### src/rtl/uart_rx_fifo_if.sv
// Receive-buffer handshake bundle: receiver-side byte/ready inputs, the consumer
// valid/pop handshake, and the occupancy/overrun status.
// The FIFO is the slave. The consumer/receiver side is the master.
interface uart_rx_fifo_if #(
  parameter int DEPTH = 16
);
  localparam int AW = $clog2(DEPTH);

  logic [7:0]  rx_data;
  logic        rx_ready;
  logic [7:0]  rd_data;
  logic        rd_valid;
  logic        rd_en;
  logic [AW:0] count;
  logic        full;
  logic        overrun;
  logic        clr_overrun;
  logic [7:0]  ovr_count;

  modport slave (
    input  rx_data, rx_ready, rd_en, clr_overrun,
    output rd_data, rd_valid, count, full, overrun, ovr_count
  );

  modport master (
    output rx_data, rx_ready, rd_en, clr_overrun,
    input  rd_data, rd_valid, count, full, overrun, ovr_count
  );
endinterface

### src/rtl/uart_rx_fifo.sv
// UART receive byte buffer.
// - A rising edge of the receiver's level-type ready flag pushes one byte into a
//   show-ahead FIFO.
// - The consumer pops through rd_valid/rd_en.
// - Bytes arriving while the FIFO is full are dropped, and a sticky overrun flag
//   is raised.
// Optional: define UART_RX_FIFO_OVR_CNT_EN to add a saturating 8-bit count of
// dropped bytes. Without it, ovr_count is tied to zero.
module uart_rx_fifo #(
  parameter int DEPTH = 16
) (
  input  logic          clk,
  input  logic          rst,
  uart_rx_fifo_if.slave bus
);
  localparam int AW = $clog2(DEPTH);
  localparam logic [AW:0] FULL_CNT = (AW+1)'(DEPTH);

  logic [7:0]    mem [DEPTH];
  logic [AW-1:0] wr_ptr;
  logic [AW-1:0] rd_ptr;
  logic [AW:0]   count;
  logic          rx_ready_q;
  logic          overrun;

  logic push;
  logic pop_ok;
  logic push_ok;
  logic drop;
  logic is_full;
  logic is_empty;

  assign is_full  = (count == FULL_CNT);
  assign is_empty = (count == '0);

  // A ready level held across reset release must not count as a new frame,
  // so rx_ready_q resets high.
  assign push    = bus.rx_ready & ~rx_ready_q;
  assign pop_ok  = bus.rd_en & ~is_empty;
  // When full, a same-cycle pop frees the slot, so the push is still accepted.
  assign push_ok = push & (~is_full | pop_ok);
  assign drop    = push & is_full & ~pop_ok;

  assign bus.count    = count;
  assign bus.full     = is_full;
  assign bus.rd_valid = ~is_empty;
  assign bus.rd_data  = is_empty ? 8'h00 : mem[rd_ptr];
  assign bus.overrun  = overrun;

  // Edge detector for the receiver frame-done flag.
  always_ff @(posedge clk or negedge rst) begin
    if (!rst) rx_ready_q <= 1'b1;
    else      rx_ready_q <= bus.rx_ready;
  end

  // Byte storage. This array is not reset.
  always_ff @(posedge clk) begin
    if (push_ok) mem[wr_ptr] <= bus.rx_data;
  end

  // Pointers and occupancy. The pointers wrap naturally at DEPTH.
  always_ff @(posedge clk or negedge rst) begin
    if (!rst) begin
      wr_ptr <= '0;
      rd_ptr <= '0;
      count  <= '0;
    end else begin
      if (push_ok) wr_ptr <= wr_ptr + AW'(1);
      if (pop_ok)  rd_ptr <= rd_ptr + AW'(1);
      unique case ({push_ok, pop_ok})
        2'b10:   count <= count + (AW+1)'(1);
        2'b01:   count <= count - (AW+1)'(1);
        default: count <= count;
      endcase
    end
  end

  // Sticky overrun flag. A new drop takes priority over the clear.
  always_ff @(posedge clk or negedge rst) begin
    if (!rst)                 overrun <= 1'b0;
    else if (drop)            overrun <= 1'b1;
    else if (bus.clr_overrun) overrun <= 1'b0;
  end

`ifdef UART_RX_FIFO_OVR_CNT_EN
  logic [7:0] ovr_count;
  assign bus.ovr_count = ovr_count;

  // Saturating dropped-byte counter. A drop in the clear cycle restarts it at 1.
  always_ff @(posedge clk or negedge rst) begin
    if (!rst) begin
      ovr_count <= 8'h00;
    end else if (drop) begin
      if (bus.clr_overrun)         ovr_count <= 8'h01;
      else if (ovr_count != 8'hFF) ovr_count <= ovr_count + 8'h01;
    end else if (bus.clr_overrun) begin
      ovr_count <= 8'h00;
    end
  end
`else
  assign bus.ovr_count = 8'h00;
`endif

endmodule

### src/flat_wrapper.sv
// flat-port wrapper written by rule: the top's interface ports become plain ports
module uart_rx_fifo_flat 
#(
  parameter int DEPTH = 16
)
  (clk, rst, bus_rx_data, bus_rx_ready, bus_rd_en, bus_clr_overrun, bus_rd_data, bus_rd_valid, bus_count, bus_full, bus_overrun, bus_ovr_count);
  uart_rx_fifo_if #(.DEPTH(DEPTH)) bus_i ();
  input  logic clk;
  input  logic rst;
  input wire logic [$bits(bus_i.rx_data)-1:0] bus_rx_data;
  input wire logic [$bits(bus_i.rx_ready)-1:0] bus_rx_ready;
  input wire logic [$bits(bus_i.rd_en)-1:0] bus_rd_en;
  input wire logic [$bits(bus_i.clr_overrun)-1:0] bus_clr_overrun;
  output wire logic [$bits(bus_i.rd_data)-1:0] bus_rd_data;
  output wire logic [$bits(bus_i.rd_valid)-1:0] bus_rd_valid;
  output wire logic [$bits(bus_i.count)-1:0] bus_count;
  output wire logic [$bits(bus_i.full)-1:0] bus_full;
  output wire logic [$bits(bus_i.overrun)-1:0] bus_overrun;
  output wire logic [$bits(bus_i.ovr_count)-1:0] bus_ovr_count;
  assign bus_i.rx_data = bus_rx_data;
  assign bus_i.rx_ready = bus_rx_ready;
  assign bus_i.rd_en = bus_rd_en;
  assign bus_i.clr_overrun = bus_clr_overrun;
  assign bus_rd_data = bus_i.rd_data;
  assign bus_rd_valid = bus_i.rd_valid;
  assign bus_count = bus_i.count;
  assign bus_full = bus_i.full;
  assign bus_overrun = bus_i.overrun;
  assign bus_ovr_count = bus_i.ovr_count;
  uart_rx_fifo #(.DEPTH(DEPTH)) u_core (.clk(clk), .rst(rst), .bus(bus_i));
endmodule
### config.mk
export PLATFORM = sky130hd
export DESIGN_NAME = uart_rx_fifo_flat
export DESIGN_NICKNAME = d
export VERILOG_FILES = /design/src/rtl/uart_rx_fifo_if.sv /design/src/rtl/uart_rx_fifo.sv /design/src/flat_wrapper.sv
export SDC_FILE = /design/constraint.sdc
export NUM_CORES = 1
export LEC_CHECK = 0
export ABC_CLOCK_PERIOD_IN_PS = 3800
export CAP_MARGIN = 5
export CORE_ASPECT_RATIO = 1.75
export CORE_MARGIN = 1.5
export CORE_UTILIZATION = 35
export CTS_BUF_LIST = sky130_fd_sc_hd__clkbuf_16
export CTS_CLUSTER_SIZE = 10
export DETAILED_ROUTE_END_ITERATION = 16
export GPL_TIMING_DRIVEN = 0
export SYNTH_ARGS = -nofsm -noshare
export SYNTH_HDL_FRONTEND = slang
export SYNTH_SLANG_ARGS = --single-unit
### constraint.sdc
create_clock -name clk -period 3.8 [get_ports clk]
set_input_delay 0.38 -clock clk [delete_from_list [all_inputs] [get_ports clk]]
set_output_delay 0.38 -clock clk [all_outputs]
set_load 0.1 [all_outputs]
==> results of run 1 <==
==> routing by layer <==
metal,wire (um),global-route usage,vias up
li1,-,-,1351
met1,4510,0.165,1523
met2,6810,0.254,72
met3,386,0.0329,14
met4,182,0.0616,0
met5,0,0,-
==> through the flow <==
stage	util	instance area [sq um]
2_1_floorplan	-	6010
6_report	0.425	7180
3_3_place_gp	0.390	6580
5_1_grt	0.425	7180
3_5_place_dp	0.391	6600
4_1_cts	0.425	7170
==> cell families (layout without fill, tap and decap cells) <==
family	count (synthesis)	in the layout	share of synthesized area
and+or+nand+nor	46	46	0.0427
xor gates and xnor gates	10	10	0.0146
other	1	9	0.000627
DFF	143	143	0.705
AOI/OAI and AO/OA	27	27	0.0318
adders and majority gates	6	6	0.0125
buffers and inverters	29	90	0.0322
muxes	52	52	0.160
==> cell type report <==
class                   count  area (sq um)  share of cell area
flip-flops and latches    143          4220               0.588
multi-input cells         149          1610               0.225
clock buffers              17           425              0.0593
repair buffers             29           289              0.0403
well taps                 227           284              0.0396
plain buffers              24           174              0.0242
clock inverters            15           150              0.0209
inverters                   5          18.8             0.00262
diodes                      1          2.50            0.000349
==> flip-flops by register name (all words and copies together), names as in the netlist <==
register            count
u_core.rd_ptr           4
u_core.mem            128
u_core.bus.count        5
u_core.rx_ready_q       1
u_core.wr_ptr           4
u_core.bus.overrun      1
==> layout by cell type, fill, tap and decap left out, types with 2 or more instances in the layout <==
cell,instances
a21oi_1,9
and2_1,2
buf_2,6
buf_4,11
buf_6,3
clkbuf_1,3
clkbuf_16,17
clkdlybuf4s50_1,20
clkinv_4,3
clkinvlp_4,2
conb_1,8
dfrtp_1,14
dlygate4sd2_1,5
dlymetal6s2s_1,3
edfxtp_1,128
ha_1,6
inv_1,3
inv_2,2
inv_6,6
inv_8,2
mux2_1,2
mux2_2,8
mux2i_1,10
mux4_1,7
mux4_2,25
nand2_1,8
nand2b_1,3
nand3_1,2
nor2_1,16
nor3_1,3
nor3_2,3
o21ai_1,9
or4_4,2
xnor2_1,8
xor2_1,2
==> final timing paths <==
check / startpoint / end / slack [ns]
worst min-delay path: rst / u_core.bus.count[2] / 0.41
worst max-delay path: u_core.rd_ptr[3] / bus_rd_data[6] / 0.25
max in group asynchronous: rst / u_core.wr_ptr[2] / 2.92
min in group clk: bus_rx_ready / u_core.rx_ready_q / 0.44
worst min register to register: u_core.bus.overrun / u_core.bus.overrun / 0.50
worst max register to register: u_core.bus.count[2] / u_core.bus.count[4] / 0.79
==> timing repair <==
action                                  4_1_cts  5_1_grt
gates cloned                                  0        0
gates resized for setup                       5        3
hold buffers                                  0        0
endpoints found under the setup margin        5        3
==> power by group through the flow <==
stage | Clock (mW) | Sequential (mW) | Combinational [mW]
final | 1.60 | 1.96 | 2.57
after global placement | 0 | 1.99 | 2.60
after global routing | 1.69 | 1.98 | 2.71
after detailed placement | 0 | 2.00 | 2.63
after floorplan | 0 | 2.17 | 1.84
after CTS | 1.64 | 1.96 | 2.60
==> results by group, run 1 <==
Status
  • Status: finished, final reports clean

Critical path
  • Arr. time, crit path: 3.17 ns
  • Worst reg2reg path depth: 8
  • CP Depth: 7
  • Crit path capture type: primary output
  • Worst path required time: 3.42 ns
  • Crit-path max FO: 10
  • Worst Path Buf+Inv: 3
  • Type of origin of the critical path: register
  • Critical Path Max Stage Delay: 0.90 ns
  • CP delay by family, top: buffers and inverters
  • Worst-path cell chain: buf_2 > clkbuf_1 > mux4_2 > mux2_2 > o21ai_1 > a21oi_1 > dlygate4sd2_1
  • Critical path class: register to primary output
  • Critical-path top delay cell: dlygate4sd2_1

Logic synthesis
  • Synth async-reset ratio: 0.105
  • Synth top cells by count: 128 x edfxtp_1, 25 x mux4_2, 16 x nor2_1, 14 x dfrtp_1
  • Top FF cell, synth: edfxtp_1
  • Syn avg cell area: 19.1 sq um
  • Synth Instances: 314
  • Cell Area, Synth: 5980 sq um
  • EDFF count, synth: 128
  • Syn. warnings: 0
  • Share of the synthesized area in the top cell type: 0.642
  • Synth Register Bits: roughly 140
  • Synth top area cells: edfxtp_1 64%, mux4_2 9.4%, dfrtp_1 5.9%
  • Synth unique cells: 45
  • Dominant cell type by area after synthesis: edfxtp_1
  • Most frequent cell after synthesis: edfxtp_1
  • Sequential cell area fraction in the yosys report: 0.705

STA
  • Setup Total Neg Slack: 0 ns
  • F_max: 282 MHz
  • Worst hold slack: 0.406 ns
  • Final Cycle Share: 0.934
  • Worst Slack Setup Final: 0.249 ns
  • Hold Fails Final Rpt: 0
  • Pins Over Slew Limit: 0
  • RSZ-0062 raised after global routing: false
  • Clock Skew: 0.00809 ns
  • Min Tclk post-route: about 3.6 ns
  • Worst-Margin Slew: 1.03 ns
  • Final setup viols: 0
  • Slew HR: 0.315

Placement
  • DP Wirelength: 8040 um
  • DP Worst Slack: 0.375 ns
  • PortBufs: 28
  • Placed Cells incl. Taps: roughly 580
  • Placer congestion estimate: 0.756

Min path
  • Worst hold-check path type: input port to async pin

Clock network
  • Setup Buffers After CTS: 0
  • CTS Buf Count: 17
  • Clk pin slew, worst setup/hold paths: 0.06 ns
  • Clock Sinks: 143
  • CTS tree: yes
  • CTS root buf: clkbuf_16
  • Clk buf depth: 2
  • Clock latency on the worst-skew pair: 0.42 ns
  • H-tree depth: 4

Drt
  • DR vias: between 2000 and 3000
  • DRC viols: 0
  • DR vias/cell: 4.85
  • DR iter-0 viols: roughly 190
  • Drt wl/cell: about 19 um
  • First-pass DRT Iterations: 4
  • Post-DRT Antenna Nets: 0
  • Drt total wl: ~12000 um

Run
  • Maximum capacitance violations: 0

Floorplan
  • Core Box Area: about 17000 sq um
  • Area of the die: 17900 sq um
  • Starting Density: 0.355
  • # rows: 63
  • Die Ht: 176 um
  • I/O pin count: 37
  • Die Wd: 102 um

Global route
  • Gr ovfl total: 0
  • Largest net degree at the start of global routing: 17
  • Total GRT Usage: 0.144
  • Antenna violations before repair: 1
  • Number of global-route vias before repair: between 3000 and 4000
  • First-pass GRT wire length: 18400 um

Pwr
  • Net Sw Power: roughly 2.5 mW
  • Int Power: approximately 3.6 mW
  • Sw frac: 0.410
  • Flop pwr share: 0.320
  • Leakage power: 2.45 nW
  • PwrDens: 854 nW/um^2
  • Comb power frac: 0.419
  • Clock power frac: 0.261
  • Maximum vdd drop: approximately 0.63 mV
  • Pwr Total: 6.13 mW

Cells and area
  • Nets@finish: 388
  • Share of layout cells above drive strength 1: 0.264
  • Area delta synth->final: 19.9%
  • Fill cell count: 1504
  • Post-Layout Cell Count: 610
Power figures use the tool's default switching activity.
==> run 2, diff against run 1 <==
Settings changed: ABC_CLOCK_PERIOD_IN_PS 3800 to unset, CORE_UTILIZATION 35 to 54, PLACE_DENSITY set to 0.74.
==> run 2 against run 1 <==
Maximum frequency is 4.1% lower. Register-to-register slack lost 0.05 ns. Design area is 0.77% lower. Critical endpoint is now bus_rd_data[3]. Critical path type unchanged.
==> results by group, run 2 (same netlist as run 1, synthesis figures left out) <==
STA
  • Setup Total Neg Slack: 0 ns (unchanged)
  • F_max: 270 MHz (-4.1%)
  • RSZ-0062 raised after global routing: false
  • Clock Skew: 0.0185 ns (+0.0104 ns)
  • Pins Over Slew Limit: 0 (unchanged)
  • Worst Slack Setup Final: 0.0986 ns (-0.151 ns)
  • Hold Fails Final Rpt: 0 (unchanged)
  • Slew HR: 0.153 (-0.162)
  • Final setup viols: 0 (unchanged)
  • Min Tclk post-route: 3.70 ns (+0.151 ns)
  • Worst-Margin Slew: 1.26 ns (+0.230 ns)
  • Final Cycle Share: 0.974 (+0.0396)

Global route
  • Antenna violations before repair: 0 (-1)
  • First-pass GRT wire length: 17900 um (-2.7%)
  • Largest net degree at the start of global routing: 17 (unchanged)
  • Gr ovfl total: 0 (unchanged)
  • Number of global-route vias before repair: 3123 (-0.76%)
  • Total GRT Usage: 0.227 (+0.0831)

Clock network
  • CTS tree: yes
  • Clk pin slew, worst setup/hold paths: 0.06 ns (about the same)
  • Clk buf depth: 2 (unchanged)
  • Clock latency on the worst-skew pair: 0.43 ns (about the same)
  • H-tree depth: 4 (unchanged)
  • Clock Sinks: 143 (unchanged)
  • CTS root buf: clkbuf_16
  • Post-CTS Hold Fix Bufs: 0 (unchanged)
  • CTS Buf Count: 17 (unchanged)
  • CTS resizes: 1 (-4)
  • Setup Buffers After CTS: 0 (unchanged)

Floorplan
  • I/O pin count: 37 (unchanged)
  • Area of the die: 11700 sq um (-34%)
  • Core Box Area: 10800 sq um (-36%)
  • # rows: 50 (-21%)
  • Die Ht: 142 um (-19%)
  • Die Wd: 82.6 um (-19%)
  • Starting Density: 0.556 (+0.201)

Drt
  • DR vias: 3020 (+2.0%)
  • DRC viols: 0 (unchanged)
  • Drt wl/cell: 23.1 um (+18%)
  • DR vias/cell: 5.89 (+21%)
  • Drt total wl: 11800 um (-0.39%)
  • First-pass DRT Iterations: 4 (unchanged)
  • Post-DRT Antenna Nets: 0 (unchanged)
  • DR iter-0 viols: 182 (-3.2%)

Cells and area
  • Top Registers: u_core.mem x128, u_core.bus.count x5
  • Leading cell type in the layout, fill and taps excluded: edfxtp_1
  • Area delta synth->final: 19.0%
  • Most frequent cells in the layout: 128 x edfxtp_1, 25 x mux4_2, 23 x clkdlybuf4s50_1, 17 x clkbuf_16, 16 x nor2_1
  • Nets@finish: 389 (+0.26%)
  • Largest Register: u_core.mem
  • Number of flip-flops in the largest register: 128 (unchanged)
  • Share of layout cells above drive strength 1: 0.258 (-0.00591)
  • # diodes: 0 (-1)

Run
  • Maximum capacitance violations: 0 (unchanged)

Pwr
  • Sw frac: 0.388 (-0.0220)
  • Clock power frac: 0.279 (+0.018)
  • Net Sw Power: 2.47 mW (-1.8%)
  • Leakage power: 2.50 nW (+1.8%)
  • Int Power: 3.89 mW (+7.7%)
  • Flop pwr share: 0.310 (-0.010)
  • Maximum vdd drop: 1.14 mV (+81%)
  • PwrDens: 894 nW/um^2 (+4.6%)
  • Comb power frac: 0.411 (-0.008)

Status
  • Status: finished, final reports clean

Min path
  • Worst hold-check path type: input port to async pin

Critical path
  • Critical path class: register to primary output
  • Crit path capture type: primary output
  • Worst path required time: 3.42 ns (about the same)
  • Type of origin of the critical path: register
  • Arr. time, crit path: 3.32 ns (+0.15 ns)
  • Crit-path max FO: 10 (unchanged)

Placement
  • Placer congestion estimate: 0.912 (+21%)
  • PortBufs: 28 (unchanged)
  • DP Worst Slack: 0.459 ns (+0.0845 ns)
  • DP Wirelength: 8080 um (+0.47%)
## run 2: cell types whose count changed in the layout (fill, tap and decap cells not counted), moves of 3 or more
cell             previous run  this run
bufinv_16                   1         5
dlygate4sd2_1               5         1
clkinv_2                    0         3
clkdlybuf4s50_1            20        23
inv_6                       6         1
## run 2: metal layers
layer | track usage | wire length [um] | vias to the layer above
li1 | - | - | 1351
met1 | 0.248 | 4270 | 1546
met2 | 0.400 | 6630 | 99
met3 | 0.0596 | 493 | 24
met4 | 0.104 | 450 | 0
met5 | 0 | 0 | -
## run 2: final timing paths
kind	endpoint	cells past startpoint	slack, ns	from
max in group asynchronous	u_core.rd_ptr[2]	1	2.90	rst
min in group clk	u_core.rx_ready_q	1	0.43	bus_rx_ready
hold / removal	u_core.bus.count[4]	1	0.40	rst
setup reg to reg	u_core.bus.count[4]	8	0.74	u_core.bus.count[3]
hold reg to reg	u_core.bus.overrun	1	0.50	u_core.bus.overrun
setup / recovery	bus_rd_data[3]	7	0.1	u_core.rd_ptr[3]
## run 2: power groups by stage
stage	clock, mW	sequential [mW]	combinational [mW]
after CTS	1.78	1.97	2.63
after detailed placement	0	2.00	2.62
final	1.78	1.97	2.61
after floorplan	0	2.17	1.84
after global routing	1.86	1.99	2.75
after global placement	0	1.99	2.58
## run 2: final cells by class
cell class / count / area, sq um
plain buffers: 24 / 174
clock buffers: 17 / 425
clock inverters: 15 / 216
fillers: 722 / 3640
inverters: 5 / 18.8
multi-input cells: 149 / 1600
flip-flops and latches: 143 / 4220
well taps: 130 / 163
repair buffers: 30 / 302
## run 2: critical path, stage by stage (launching register included)
cell and delay (ns):
dfrtp_1 0.33, buf_2 0.19, clkbuf_1 0.49, mux4_2 0.44
mux2_2 0.31, o21ai_1 0.12, a21oi_1 0.05, clkdlybuf4s50_1 0.98
## run 2: stage by stage
step | instance area (sq um) | instances | hold slack (ns) | util | total power [mW]
finish | 7120 | 513 | 0.402 | 0.662 | 6.36
global route | 7120 | 513 | 0.428 | 0.662 | 6.59
CTS | 7100 | 512 | 0.427 | 0.660 | 6.38
detailed placement | 6460 | 480 | 0.490 | 0.600 | 4.62
global placement | 6450 | 479 | 0.476 | 0.600 | 4.58
floorplan | 6010 | 321 | 0.0844 | - | 4.01
